**src/rtl/matrix_pkg.sv**
```systemverilog
// Shared definitions for the matrix operand loader: FSM encoding and frame geometry.
package matrix_pkg;

  typedef enum logic [1:0] {
    IDLE   = 2'd0,
    LOAD_A = 2'd1,
    LOAD_B = 2'd2,
    DONE   = 2'd3
  } state_e;

  localparam int A_ELEMS   = 16;
  localparam int B_ELEMS   = 9;
  localparam int FRAME_LEN = A_ELEMS + B_ELEMS;
  localparam int COUNT_W   = 5;

  localparam logic [COUNT_W-1:0] LAST_A_IDX = COUNT_W'(A_ELEMS - 1);
  localparam logic [COUNT_W-1:0] LAST_IDX   = COUNT_W'(FRAME_LEN - 1);

endpackage

```
**src/rtl/matrix_input_loader_if.sv**
```systemverilog
// Byte-stream valid/ready channel feeding the matrix loader; in_first marks element a11.
interface matrix_input_loader_if #(
  parameter int DATA_W = 8
);
  logic              in_valid;
  logic [DATA_W-1:0] in_data;
  logic              in_first;
  logic              in_ready;

  modport master (output in_valid, in_data, in_first, input  in_ready);
  modport slave  (input  in_valid, in_data, in_first, output in_ready);
endinterface

```
**src/rtl/matrix_input_loader.sv**
```systemverilog
// Assembles a 25-beat stream into the 4x4 A and 3x3 B element buses, holds the frame
// until ack, and flags framing errors with a one-cycle err pulse.
module matrix_input_loader
  import matrix_pkg::*;
#(
  parameter int DATA_W = 8
) (
  input  logic                  clk,
  input  logic                  rst,
  matrix_input_loader_if.slave  stream,
  input  logic                  ack,
  output logic [DATA_W-1:0]     out_a11, out_a12, out_a13, out_a14,
  output logic [DATA_W-1:0]     out_a21, out_a22, out_a23, out_a24,
  output logic [DATA_W-1:0]     out_a31, out_a32, out_a33, out_a34,
  output logic [DATA_W-1:0]     out_a41, out_a42, out_a43, out_a44,
  output logic [DATA_W-1:0]     out_b11, out_b12, out_b13,
  output logic [DATA_W-1:0]     out_b21, out_b22, out_b23,
  output logic [DATA_W-1:0]     out_b31, out_b32, out_b33,
  output logic                  load_done,
  output logic [COUNT_W-1:0]    out_count,
  output logic                  err
);

  state_e               state_q, state_d;
  logic [COUNT_W-1:0]   count_q, count_d;
  logic                 ready_q;
  logic                 err_q;
  logic [DATA_W-1:0]    elem_q [FRAME_LEN];

  logic                 xfer;
  logic                 wr_any;
  logic [COUNT_W-1:0]   wr_idx;
  logic [FRAME_LEN-1:0] wr_en;
  logic                 err_set;

  assign xfer            = stream.in_valid && ready_q;
  assign stream.in_ready = ready_q;

  // State register.
  // NOTE: clocked state uses non-blocking assignments so every register samples
  // pre-edge values regardless of process ordering.
  always_ff @(posedge clk) begin
    if (!rst) state_q <= IDLE;
    else      state_q <= state_d;
  end

  // Next-state logic; an in_first transfer always restarts the frame at LOAD_A.
  always_comb begin
    state_d = state_q;
    unique case (state_q)
      IDLE: begin
        if (xfer && stream.in_first) state_d = LOAD_A;
      end
      LOAD_A: begin
        if (xfer) begin
          if (stream.in_first)             state_d = LOAD_A;
          else if (count_q == LAST_A_IDX)  state_d = LOAD_B;
        end
      end
      LOAD_B: begin
        if (xfer) begin
          if (stream.in_first)             state_d = LOAD_A;
          else if (count_q == LAST_IDX)    state_d = DONE;
        end
      end
      DONE: begin
        if (ack) state_d = IDLE;
      end
      default: state_d = IDLE;
    endcase
  end

  // Output/datapath control: write index, count update, error detection.
  // NOTE: every signal gets a default before the case so no path leaves it
  // unassigned, which would otherwise infer a latch.
  always_comb begin
    wr_any    = 1'b0;
    wr_idx    = '0;
    err_set   = 1'b0;
    count_d   = count_q;
    load_done = (state_q == DONE);
    unique case (state_q)
      IDLE: begin
        if (xfer) begin
          if (stream.in_first) begin
            wr_any  = 1'b1;
            count_d = COUNT_W'(1);
          end else begin
            err_set = 1'b1;
          end
        end
      end
      LOAD_A, LOAD_B: begin
        if (xfer) begin
          wr_any = 1'b1;
          if (stream.in_first) begin
            err_set = 1'b1;
            count_d = COUNT_W'(1);
          end else begin
            wr_idx  = count_q;
            count_d = count_q + COUNT_W'(1);
          end
        end
      end
      DONE: begin
        if (ack) count_d = '0;
      end
      default: ;
    endcase
  end

  // One-hot element write enables decoded from the frame position.
  always_comb begin
    for (int i = 0; i < FRAME_LEN; i++) begin
      wr_en[i] = wr_any && (wr_idx == COUNT_W'(i));
    end
  end

  // NOTE: the element file is cleared on reset because the outputs must read
  // zero straight out of reset; it is small enough to live in flops.
  always_ff @(posedge clk) begin
    if (!rst) begin
      count_q <= '0;
      ready_q <= 1'b0;
      err_q   <= 1'b0;
      for (int i = 0; i < FRAME_LEN; i++) elem_q[i] <= '0;
    end else begin
      count_q <= count_d;
      ready_q <= (state_d != DONE);
      err_q   <= err_set;
      for (int i = 0; i < FRAME_LEN; i++) begin
        if (wr_en[i]) elem_q[i] <= stream.in_data;
      end
    end
  end

  assign out_count = count_q;
  assign err       = err_q;

  assign out_a11 = elem_q[0];
  assign out_a12 = elem_q[1];
  assign out_a13 = elem_q[2];
  assign out_a14 = elem_q[3];
  assign out_a21 = elem_q[4];
  assign out_a22 = elem_q[5];
  assign out_a23 = elem_q[6];
  assign out_a24 = elem_q[7];
  assign out_a31 = elem_q[8];
  assign out_a32 = elem_q[9];
  assign out_a33 = elem_q[10];
  assign out_a34 = elem_q[11];
  assign out_a41 = elem_q[12];
  assign out_a42 = elem_q[13];
  assign out_a43 = elem_q[14];
  assign out_a44 = elem_q[15];
  assign out_b11 = elem_q[16];
  assign out_b12 = elem_q[17];
  assign out_b13 = elem_q[18];
  assign out_b21 = elem_q[19];
  assign out_b22 = elem_q[20];
  assign out_b23 = elem_q[21];
  assign out_b31 = elem_q[22];
  assign out_b32 = elem_q[23];
  assign out_b33 = elem_q[24];

endmodule

```
**src/flat_wrapper.sv**
```systemverilog
// flat-port wrapper written by rule: the top's interface ports become plain ports
module matrix_input_loader_flat import matrix_pkg::*;
#(
  parameter int DATA_W = 8
)
  (clk, rst, ack, out_a11, out_a12, out_a13, out_a14, out_a21, out_a22, out_a23, out_a24, out_a31, out_a32, out_a33, out_a34, out_a41, out_a42, out_a43, out_a44, out_b11, out_b12, out_b13, out_b21, out_b22, out_b23, out_b31, out_b32, out_b33, load_done, out_count, err, stream_in_valid, stream_in_data, stream_in_first, stream_in_ready);
  matrix_input_loader_if #(.DATA_W(DATA_W)) stream_i ();
  input  logic clk;
  input  logic rst;
  input  logic ack;
  output logic [DATA_W-1:0] out_a11;
  output logic [DATA_W-1:0] out_a12;
  output logic [DATA_W-1:0] out_a13;
  output logic [DATA_W-1:0] out_a14;
  output logic [DATA_W-1:0] out_a21;
  output logic [DATA_W-1:0] out_a22;
  output logic [DATA_W-1:0] out_a23;
  output logic [DATA_W-1:0] out_a24;
  output logic [DATA_W-1:0] out_a31;
  output logic [DATA_W-1:0] out_a32;
  output logic [DATA_W-1:0] out_a33;
  output logic [DATA_W-1:0] out_a34;
  output logic [DATA_W-1:0] out_a41;
  output logic [DATA_W-1:0] out_a42;
  output logic [DATA_W-1:0] out_a43;
  output logic [DATA_W-1:0] out_a44;
  output logic [DATA_W-1:0] out_b11;
  output logic [DATA_W-1:0] out_b12;
  output logic [DATA_W-1:0] out_b13;
  output logic [DATA_W-1:0] out_b21;
  output logic [DATA_W-1:0] out_b22;
  output logic [DATA_W-1:0] out_b23;
  output logic [DATA_W-1:0] out_b31;
  output logic [DATA_W-1:0] out_b32;
  output logic [DATA_W-1:0] out_b33;
  output logic load_done;
  output logic [COUNT_W-1:0] out_count;
  output logic err;
  input wire logic [$bits(stream_i.in_valid)-1:0] stream_in_valid;
  input wire logic [$bits(stream_i.in_data)-1:0] stream_in_data;
  input wire logic [$bits(stream_i.in_first)-1:0] stream_in_first;
  output wire logic [$bits(stream_i.in_ready)-1:0] stream_in_ready;
  assign stream_i.in_valid = stream_in_valid;
  assign stream_i.in_data = stream_in_data;
  assign stream_i.in_first = stream_in_first;
  assign stream_in_ready = stream_i.in_ready;
  matrix_input_loader #(.DATA_W(DATA_W)) u_core (.clk(clk), .rst(rst), .stream(stream_i), .ack(ack), .out_a11(out_a11), .out_a12(out_a12), .out_a13(out_a13), .out_a14(out_a14), .out_a21(out_a21), .out_a22(out_a22), .out_a23(out_a23), .out_a24(out_a24), .out_a31(out_a31), .out_a32(out_a32), .out_a33(out_a33), .out_a34(out_a34), .out_a41(out_a41), .out_a42(out_a42), .out_a43(out_a43), .out_a44(out_a44), .out_b11(out_b11), .out_b12(out_b12), .out_b13(out_b13), .out_b21(out_b21), .out_b22(out_b22), .out_b23(out_b23), .out_b31(out_b31), .out_b32(out_b32), .out_b33(out_b33), .load_done(load_done), .out_count(out_count), .err(err));
endmodule
```
**config.mk**
```make
export PLATFORM = sky130hd
export DESIGN_NAME = matrix_input_loader_flat
export DESIGN_NICKNAME = d
export VERILOG_FILES = /design/src/rtl/matrix_pkg.sv /design/src/rtl/matrix_input_loader_if.sv /design/src/rtl/matrix_input_loader.sv /design/src/flat_wrapper.sv
export SDC_FILE = /design/constraint.sdc
export NUM_CORES = 1
export LEC_CHECK = 0
export BUFFER_PORTS_ARGS = -buffer_cell sky130_fd_sc_hd__buf_2
export CORE_ASPECT_RATIO = 1.25
export CORE_MARGIN = 2
export CORE_UTILIZATION = 52
export DETAILED_ROUTE_END_ITERATION = 10
export GPL_TIMING_DRIVEN = 1
export HOLD_SLACK_MARGIN = 0.03
export PLACE_DENSITY = 0.8
export SLEW_MARGIN = 20
export SYNTH_ARGS = -nofsm -noshare
export SYNTH_HDL_FRONTEND = slang
export SYNTH_SLANG_ARGS = --single-unit
```
**constraint.sdc**
```tcl
create_clock -name clk -period 3.2 [get_ports clk]
set_input_delay 0.48 -clock clk [delete_from_list [all_inputs] [get_ports clk]]
set_output_delay 0.48 -clock clk [all_outputs]
set_load 0.005 [all_outputs]
```
# Word-level counts from Yosys, hierarchy flattened
# Memories as Yosys holds them, arrays and structs flattened.
# Index checks and enable logic that the tools add are counted.
# Widths: inputs -> output; s select.
[word_totals] out_inout_bits=208 regBits=9 ram_bits=200 n_memories=1 in_bits=13 wordCells=222
[classes] n_eq_ne=34 mux=126 n_addsub=1 bitwise_logic=25 n_reduce_logical=31
[memory_table] memory="u_core.elem_q" depth=25 width=8 read_ports=25 rd_clocked_by_memory_dff=0 wr=25 line_no="matrix_input_loader.sv:28" rtl="logic [DATA_W-1:0] elem_q [FRAME_LEN];"
[op_table] cell="$mux 8" count=25
[op_table] cell="$mux 1" count=81
[op_table] cell="$eq 5x5->1 const B" count=10
[op_table] cell="$eq 5x4->1 const B" count=9
[op_table] cell="$mux 5" count=8
[op_table] cell="$logic_and 1x1->1" count=27
[op_table] cell="$or 1x1->1" count=25
[op_table] cell="$eq 5x3->1 const B" count=4
[op_table] cell="$mux 2" count=8
[op_table] cell="$pmux 5 s3" count=1
[op_table] cell="$eq 5x2->1 const B" count=2
[op_table] cell="$pmux 2 s4" count=1
[op_table] cell="$ne 2x2->1 const B" count=3
[op_table] cell="$add 5x1->5 const B" count=1
[op_table] cell="$eq 5x1->1 const B" count=1
[op_table] cell="$logic_not 5->1" count=1
[op_table] cell="$eq 2x2->1 const B" count=2
[op_table] cell="$ne 2x1->1 const B" count=2
[op_table] cell="$pmux 1 s2" count=2
[op_table] cell="$reduce_and 4->1" count=1
[op_table] cell="$eq 2x1->1 const B" count=1
[op_table] cell="$logic_not 2->1" count=1
[op_table] cell="$reduce_or 2->1" count=1

# Longest topological paths before layout
# Gate-level depths: netlist of run 1.
[depth] depth_word=9 mapped_depth=7 ltp_nobuf=7

# Least setup slack after synthesis of run 1
# Ideal clock, no wire load.
[synth_timing] kind="reg2reg" from="reg u_core.state_q[0]" to="mem u_core.elem_q[22][0], in the netlist u_core.elem_q[0][176], enable pin" required_time_ns=2.802 setup_ns=0.398 period_less_slack_ns=2.955 n_path_buf=0 setup_slack_ns=0.245 path_stages_with_launch=7 t_arrival_ns=2.557 path_cell_list="dfxtp_1 > inv_1 > ha_1 > and2b_1 > nand3_1 > or4b_4 > o41ai_1"
[synth_lines] item="start, declared" line_no="matrix_input_loader.sv:24" rtl="state_e state_q, state_d;"
[synth_lines] item="start signal, assigned" line_no="matrix_input_loader.sv:44" rtl="else state_q <= state_d;"
[synth_lines] item="end, declared" line_no="matrix_input_loader.sv:28"

==> run summary, run 1 <==
Outcome: complete, no violations
Number of endpoints failing setup at the final stage: 0
Ratio of cells with drive above 1 in the final layout: 36.9%
Row count: 50
FF-to-FF Start: u_core.state_q[0]$_SDFF_PN0_
Upper clock frequency limit: 367 MHz
Core footprint: 14800 µm²
Final Critical Period: 2730 ps
YS warnings: 0
Post-cts resize count: 0
Pre-Repair DR Iteration Count: 5
Post-synthesis sequential area ratio: 79.0%
WP data arrival: 2870 ps
XOR/XNOR Fraction of Synth Area: 0%
Worst Setup SP: u_core.state_q[0]$_SDFF_PN0_
Critical path, cell by cell: inv_1 -> ha_1 -> and4b_1 -> a211oi_2 -> nand3_2 -> nand2_1
Vias: 5199
Hold Crit Start: ack
R2R Path End: u_core.elem_q[0][74]$_SDFFCE_PN0P_
GP Congestion: 0.857
Register area: 6190 µm²
Clock Path Buffers: 3
Slew Limit Fails: 0
Leakage power: 0.00392 µW
Gr ovfl total: 0
Type of the most critical hold path: in -> reg
Setup Fix Bufs, Post-CTS: 0
Via count of the first global-routing pass: 5217
Skew-Pair Late Insertion Delay: 490 ps
Setup_tns: 0 ps
EDFF count, synth: 200
Post-synthesis cell type count: 48
I/O pin count: 221
CP bufs+invs: 1
Yosys reg bits: 209
RSZ-0062 raised after global routing: false
Reg clk slew, reported paths: 60 ps
Max FO, Critical Path: 9
Complex-gate fraction of the synthesized area: 3.47%
Number of nets in the layout: 780
Top_reg_cell synth: edfxtp_1
Largest net degree at the start of global routing: 24
Post-synth top area cell: edfxtp_1
Fillcell total: 1063
Area of the multi-input gates: 1510 µm²
R2r setup slk: 470 ps
Setup Crit Path Kind: reg -> reg
Main combinational cell family by area after synthesis: simple AND/OR/NAND/NOR gates
Async S/R FF share, synth: 0%
CTS Buf Count: 19
Final Non-Filler Cells: 954
Pwr dens: 570 nW/µm²
Area contributors post-synth: edfxtp_1 77%, nor2_1 7.2%, dfxtp_1 2.3%, nand2_1 1.9%, ha_1 1.3%
Syn_nets: 548
Final-report hold violation count: 0
Inst Count DP: 920
Worst Max-Slew Pin Slew: 1060 ps
First-pass GRT wire length: 29.3 mm
Final Cycle Share: 85.2%
Routed wire length: 19.5 mm
IO buf count: 220
Top delay family on crit path: simple AND/OR/NAND/NOR gates
Synth Area in Simple Gates: 14.2%
Number of max-cap violations: 0
CTS root buf: clkbuf_16
Routed len/inst: 20.4 µm
Multiplexer area fraction after synthesis: 0.128%
Post-synth top area share: 76.7%
Syn Inst Count: 527
CTS Sinks: 209
Die area: 16100 µm²
Iter 0 DRT Violations: 492
Fin Clk Skew: 16.7 ps
Max incr delay on CP: 440 ps
DRT antenna net count: 0
Cell area after synthesis: 7830 µm²
Hpwl dp: 13.6 mm
Crit start category: register
Synth top cells by count: 200 x edfxtp_1, 151 x nor2_1, 39 x nand2_1
Synth Area in Adders: 1.28%
Area Overhead vs Synth: 24.4%
Hold Crit Depth: 4
Hold EP: u_core.out_count[0]$_SDFFE_PN0P_
Worst endpoint required time: 3340 ps
Post-route DRC: 0
Initial antenna violation count: 0
Vias/cell: 5.45
Gr usage total: 24.0%
Slew margin rel.: 29.4%
Worst reg-to-reg path cell count: 6
Syn_area_per_cell: 14.9 µm²
DIE HEIGHT: 141 µm
Most frequent cell after synthesis: edfxtp_1
Peak VDD IR: 0.386 mV
Slowest CP cell: a211oi_2
Cts hold-fix bufs: 0
DIE WIDTH: 114 µm
CTS tree: built
H-tree Lvls: 1
Crit path capture type: register
Effective utilization at floorplan: 52.8%
Diodes inserted: 0
==> layer usage <==
| layer | vias to the layer above | wire length [µm] | track usage [%] |
|---|---|---|---|
| met3 | 47 | 2300 | 7.48 |
| met4 | 0 | 541 | 8.15 |
| li1 | 2336 | - | - |
| met1 | 2482 | 7030 | 29.9 |
| met2 | 334 | 9590 | 40.0 |
| met5 | - | 0 | 0 |
==> tightest hold or removal path, stage by stage <==
cell and delay (ps):
buf_2 90, nor2b_1 70, o21ai_0 140, a21boi_0 90
==> registers in the layout, indices dropped and copies added (netlist names) <==
signal and flops:
u_core.stream.in_ready 1, u_core.out_count 5, u_core.err 1, u_core.state_q 2
u_core.elem_q 200
==> cell type report <==
| cell class | count | share of cell area [%] |
|---|---|---|
| inverter | 16 | 0.617 |
| timing repair buffer | 234 | 12.4 |
| clock inverter | 11 | 0.565 |
| tap | 182 | 2.34 |
| clock buffer | 23 | 5.04 |
| sequential | 209 | 63.5 |
| multi-input combinational | 279 | 15.5 |
==> how the worst max path moves through the flow <==
stage                                          endpoint  slack (ps)  cells past startpoint
finish               u_core.elem_q[0][74]$_SDFFCE_PN0P_         470                      6
global route        u_core.elem_q[0][105]$_SDFFCE_PN0P_         320                      6
CTS                  u_core.elem_q[0][79]$_SDFFCE_PN0P_         500                      6
detailed placement   u_core.elem_q[0][78]$_SDFFCE_PN0P_         520                      6
global placement     u_core.elem_q[0][62]$_SDFFCE_PN0P_         640                      6
floorplan               u_core.elem_q[0][176]$_DFFE_PP_         250                      6
==> cells in the final DEF (no fill, tap or decap), types with 2 or more instances in the layout <==
cell type / n
buf_2: 220
edfxtp_1: 200
nor2_1: 151
nand2_1: 39
clkbuf_16: 19
inv_1: 16
buf_4: 14
o21ai_0: 9
dfxtp_1: 9
ha_1: 8
nand3_2: 7
nor2b_1: 5
a21boi_0: 5
clkinv_1: 5
nand3_1: 4
nand4_2: 4
nor3_1: 4
clkbuf_1: 4
clkinv_2: 4
nand2b_1: 3
nand4_1: 3
a211oi_2: 2
nor3_2: 2
o41ai_2: 2
o31ai_1: 2
o21a_1: 2
nand4b_1: 2
o311ai_0: 2
==> through the flow <==
| stage | util, % | area (µm²) | total power [µW] | worst slack (ps) | hold WS [ps] |
|---|---|---|---|---|---|
| after floorplan | - | 7830 | 3370 | 245 | 564 |
| after global placement | 62.0 | 9190 | 3580 | 640 | 598 |
| after detailed placement | 62.0 | 9190 | 3590 | 518 | 655 |
| after CTS | 65.7 | 9740 | 5570 | 502 | 435 |
| after global routing | 65.7 | 9740 | 5700 | 321 | 493 |
| final | 65.7 | 9740 | 5550 | 473 | 445 |
==> cells by family (layout without fill, tap and decap cells) <==
family                   count (synthesis)  in the layout
AND/OR/NAND/NOR                        237            237
flip-flops                             209            209
buffers and inverters                   39            284
AO/OA/AOI/OAI                           33             33
adder cells (fa/ha/maj)                  8              8
multiplexers                             1              1
==> report_power, final <==
| group | internal [µW] | total [µW] | switching [µW] |
|---|---|---|---|
| logic | 124 | 349 | 225 |
| registers | 3140 | 3190 | 51.5 |
| clock network | 1100 | 2020 | 921 |
| total | 4360 | 5550 | 1200 |
(Power assumes the default switching activity.)
==> run 2: changes to the inputs <==
Settings changed: MAX_ROUTING_LAYER set to met4.
==> run summary, run 2 (synthesis gave the netlist of run 1 again) <==
Outcome: complete, no violations
Worst hold slack: 405 ps
Core footprint: 14800 µm²
DRT antenna net count: 0
Slowest CP cell: ha_1
Hold EP: u_core.elem_q[0][109]$_SDFFCE_PN0P_
Upper clock frequency limit: 369 MHz
Max incr delay on CP: 430 ps
H-tree Lvls: 1
RSZ-0062 raised after global routing: false
Layout Utilization: 65.7%
FF-to-FF Start: u_core.state_q[0]$_SDFF_PN0_
Post-cts resize count: 0
Skew-Pair Late Insertion Delay: 490 ps
Type of the most critical hold path: in -> reg
Area Overhead vs Synth: 24.4%
Fin Clk Skew: 16.4 ps
Ratio of cells with drive above 1 in the final layout: 37.1%
Setup Crit Path Kind: reg -> reg
Most frequent cells in the layout: 220 x buf_2, 200 x edfxtp_1, 151 x nor2_1
Row count: 50
Pre-Repair DR Iteration Count: 5
CTS root buf: clkbuf_16
CP bufs+invs: 1
Setup_tns: 0 ps
Number of flip-flops in the largest register: 200
Effective utilization at floorplan: 52.8%
Max FO, Critical Path: 9
Place WS: 523 ps
Gr ovfl total: 0
Slew margin rel.: 34.5%
Initial antenna violation count: 0
Post-route cell area: 9740 µm²
Cts hold-fix bufs: 0
Most common cell after layout, fill and taps aside: buf_2
Reg clk slew, reported paths: 60 ps
Via count of the first global-routing pass: 5333
Number of endpoints failing setup at the final stage: 0
Critical path, cell by cell: inv_1 -> ha_1 -> and4b_1 -> a211oi_2 -> nand3_2 -> nand2_1
Gr usage total: 25.2%
Hold Crit Start: stream_in_data[5]
CTS Sinks: 209
IO buf count: 220
Final-report hold violation count: 0
Routed len/inst: 20.9 µm
Top delay family on crit path: simple AND/OR/NAND/NOR gates
Hold Crit Depth: 3
Diodes inserted: 0
DIE WIDTH: 114 µm
First-pass GRT wire length: 29.6 mm
Pwr dens: 576 nW/µm²
R2r setup slk: 490 ps
GP Congestion: 0.893
Setup Fix Bufs, Post-CTS: 0
Worst Max-Slew Pin Slew: 979 ps
DIE HEIGHT: 141 µm
WP data arrival: 2870 ps
Final Critical Period: 2710 ps
I/O pin count: 221
Vias: 5291
Clock Path Buffers: 3
Slew Limit Fails: 0
Leakage power: 0.00392 µW
Iter 0 DRT Violations: 433
Number of max-cap violations: 0
Peak VDD IR: 0.518 mV
Number of nets in the layout: 779
Routed wire length: 19.9 mm
Final Cycle Share: 84.6%
Largest net degree at the start of global routing: 27
Crit path capture type: register
Post-route DRC: 0
R2R Path End: u_core.elem_q[0][84]$_SDFFCE_PN0P_
Die area: 16100 µm²
Hpwl dp: 13.9 mm
CTS tree: built
Crit start category: register
Placed Area: 9180 µm²
CTS Buf Count: 19
Biggest register: u_core.elem_q
Worst reg-to-reg path cell count: 6
Worst endpoint required time: 3360 ps
Final WS setup: 494 ps
Vias/cell: 5.55
==> run 2: report_power, final <==
| part | leakage, µW | switching, µW | internal [µW] |
|---|---|---|---|
| clock | 0.000272 | 966 | 1110 |
| sequential | 0.00205 | 51.9 | 3140 |
| combinational | 0.00160 | 226 | 123 |
| total | 0.00392 | 1240 | 4370 |
==> run 2: worst max path at each step <==
stage / start / end / slack [ps] / depth (start not counted)
6_report: u_core.state_q[0]$_SDFF_PN0_ / u_core.elem_q[0][84]$_SDFFCE_PN0P_ / 490 / 6
5_1_grt: u_core.state_q[0]$_SDFF_PN0_ / u_core.elem_q[0][8]$_SDFFCE_PN0P_ / 320 / 6
4_1_cts: u_core.state_q[0]$_SDFF_PN0_ / u_core.elem_q[0][84]$_SDFFCE_PN0P_ / 510 / 6
3_5_place_dp: u_core.state_q[0]$_SDFF_PN0_ / u_core.elem_q[0][83]$_SDFFCE_PN0P_ / 520 / 6
3_3_place_gp: u_core.state_q[0]$_SDFF_PN0_ / u_core.elem_q[0][141]$_SDFFCE_PN0P_ / 630 / 6
2_1_floorplan: u_core.state_q[0]$_SDFF_PN0_ / u_core.elem_q[0][176]$_DFFE_PP_ / 250 / 6
==> run 2: final cells by class <==
cell class | count | area, µm²
Fill cell | 1022 | 5080
Multi-Input combinational cell | 279 | 1510
Tap cell | 182 | 228
Clock buffer | 24 | 494
Clock inverter | 10 | 65.1
Timing Repair Buffer | 233 | 1200
Sequential cell | 209 | 6190
Inverter | 16 | 60.1
==> run 2: metal layers <==
layer,part of all wire (%),vias up,GRT usage [%]
met2,50,386,42.0
met5,0,-,-
met1,34,2507,29.5
met3,13,51,7.14
li1,-,2347,-
met4,2.9,0,8.28
==> run 2: worst reg2reg max path, cell delays in order, from the launching register on <==
cell and delay, ps:
dfxtp_1 380, inv_1 100, ha_1 430, and4b_1 420, a211oi_2 430, nand3_2 260
nand2_1 370
==> run 2: stage by stage <==
step,power [µW],instances
finish,5610,953
global route,5750,953
CTS,5620,953
detailed placement,3590,919
global placement,3580,919
floorplan,3370,527
==> run 3: changes to the inputs <==
Clock period 3.2 ns to 2.7 ns, I/O delays scaled along.
==> run summary, run 3 (synthesis gave the netlist of run 1 again) <==
Number of nets in the layout: 803
Skew-Pair Late Insertion Delay: 480 ps
First-pass GRT wire length: 30.2 mm
Most common cell after layout, fill and taps aside: buf_2
Slew Limit Fails: 0
Final Critical Period: 2510 ps
Die area: 16100 µm²
Initial antenna violation count: 0
Inst Count DP: 943
Leakage power: 0.00405 µW
WL met2: 10.2 mm
Diodes inserted: 0
Area Overhead vs Synth: 27.5%
Worst Max-Slew Pin Slew: 614 ps
GP Congestion: 0.912
Number of endpoints failing setup at the final stage: 0
Final Cycle Share: 92.9%
Via count of the first global-routing pass: 5412
DR top layer: met4
Routed wire length: 20.1 mm
CTS Buf Count: 19
Worst hold slack: 349 ps
RSZ-0062 raised after global routing: false
Setup_tns: 0 ps
Type of the most critical hold path: in -> reg
Number of flip-flops in the largest register: 200
Biggest register: u_core.elem_q
Final Non-Filler Cells: 976
WP data arrival: 2700 ps
Slew margin rel.: 59.0%
Post-Route M1 WL: 7.25 mm
DIE HEIGHT: 141 µm
Iter 0 DRT Violations: 409
Outcome: complete, no violations
Fin Clk Skew: 9.61 ps
CTS root buf: clkbuf_16
Row count: 50
Gr ovfl total: 0
Vias: 5333
CTS Sinks: 209
Final-report hold violation count: 0
Gr usage total: 25.7%
Setup Crit Path Kind: reg -> reg
Crit path capture type: register
DIE WIDTH: 114 µm
DRT antenna net count: 0
Met3 wire length: 2.28 mm
H-tree Lvls: 1
Upper clock frequency limit: 399 MHz
Max FO, Critical Path: 8
Crit start category: register
Largest net degree at the start of global routing: 24
Ratio of cells with drive above 1 in the final layout: 39.5%
I/O pin count: 221
Vias/cell: 5.46
Peak VDD IR: 0.602 mV
Core footprint: 14800 µm²
Layout Utilization: 67.3%
Reg clk slew, reported paths: 60 ps
Hpwl dp: 14.5 mm
Pwr dens: 679 nW/µm²
Clock Path Buffers: 3
Worst endpoint required time: 2890 ps
Number of max-cap violations: 0
Post-route DRC: 0
IO buf count: 220
Effective utilization at floorplan: 52.8%
CTS tree: built
Routed len/inst: 20.6 µm
Most frequent cells in the layout: 220 x buf_2, 200 x edfxtp_1, 151 x nor2_1
Pre-Repair DR Iteration Count: 4
-- run 3: cell types whose count changed in the layout (fill, tap and decap cells not counted), moves of 2 or more --
cell,before,now
nand2_2,0,2
clkinv_4,3,0
nand2_1,39,37
bufinv_16,0,2
buf_4,13,36
-- run 3: path summary, 6_finish.rpt --
kind,startpoint,endpoint,slack [ps],depth (start not counted)
max,u_core.state_q[0]$_SDFF_PN0_,u_core.elem_q[0][183]$_DFFE_PP_,190,7
min,ack,u_core.out_count[4]$_SDFFE_PN0P_,350,4
max reg2reg,u_core.state_q[0]$_SDFF_PN0_,u_core.elem_q[0][183]$_DFFE_PP_,190,7
min reg2reg,u_core.state_q[0]$_SDFF_PN0_,u_core.state_q[0]$_SDFF_PN0_,640,2
-- run 3: power by group --
part,switching (µW),internal [µW],total [µW]
registers,60.8,3720,3780
logic,276,156,432
clock network,1080,1490,2570
-- run 3: through the flow --
stage | cell area [µm²] | power (µW) | setup WS (ps)
2_1_floorplan | 7850 | 3990 | 31.7
3_3_place_gp | 9380 | 4260 | 233
3_5_place_dp | 9380 | 4280 | 146
4_1_cts | 9970 | 6810 | 109
5_1_grt | 9980 | 6970 | 17.5
6_report | 9980 | 6780 | 191
-- run 3: timing repair --
action                                  CTS  global route
buffers inserted                          0             0
hold endpoints to repair                  0             0
resized for setup                         0             4
hold buffers                              0             0
endpoints found under the setup margin    0           101
-- run 3: critical path, stage by stage (launching register included) --
cell	delay (ps)
dfxtp_1	390
inv_1	110
ha_2	430
and2b_1	160
nand3_1	130
or4b_4	550
o41ai_2	230
buf_4	220
-- run 3: routing by layer --
metal	up-vias	global-route usage, %
li1	2391	-
met1	2558	31.4
met2	346	43.1
met3	38	6.45
met4	0	6.87
met5	-	-
-- run 3: cell type report --
class / instances / area (µm²)
clock buffer: 23 / 490
clock inverter: 10 / 103
fill: 1030 / 4840
inverter: 16 / 60.1
multi-input combinational: 279 / 1530
sequential: 209 / 6190
tap: 182 / 228
timing repair buffer: 257 / 1390
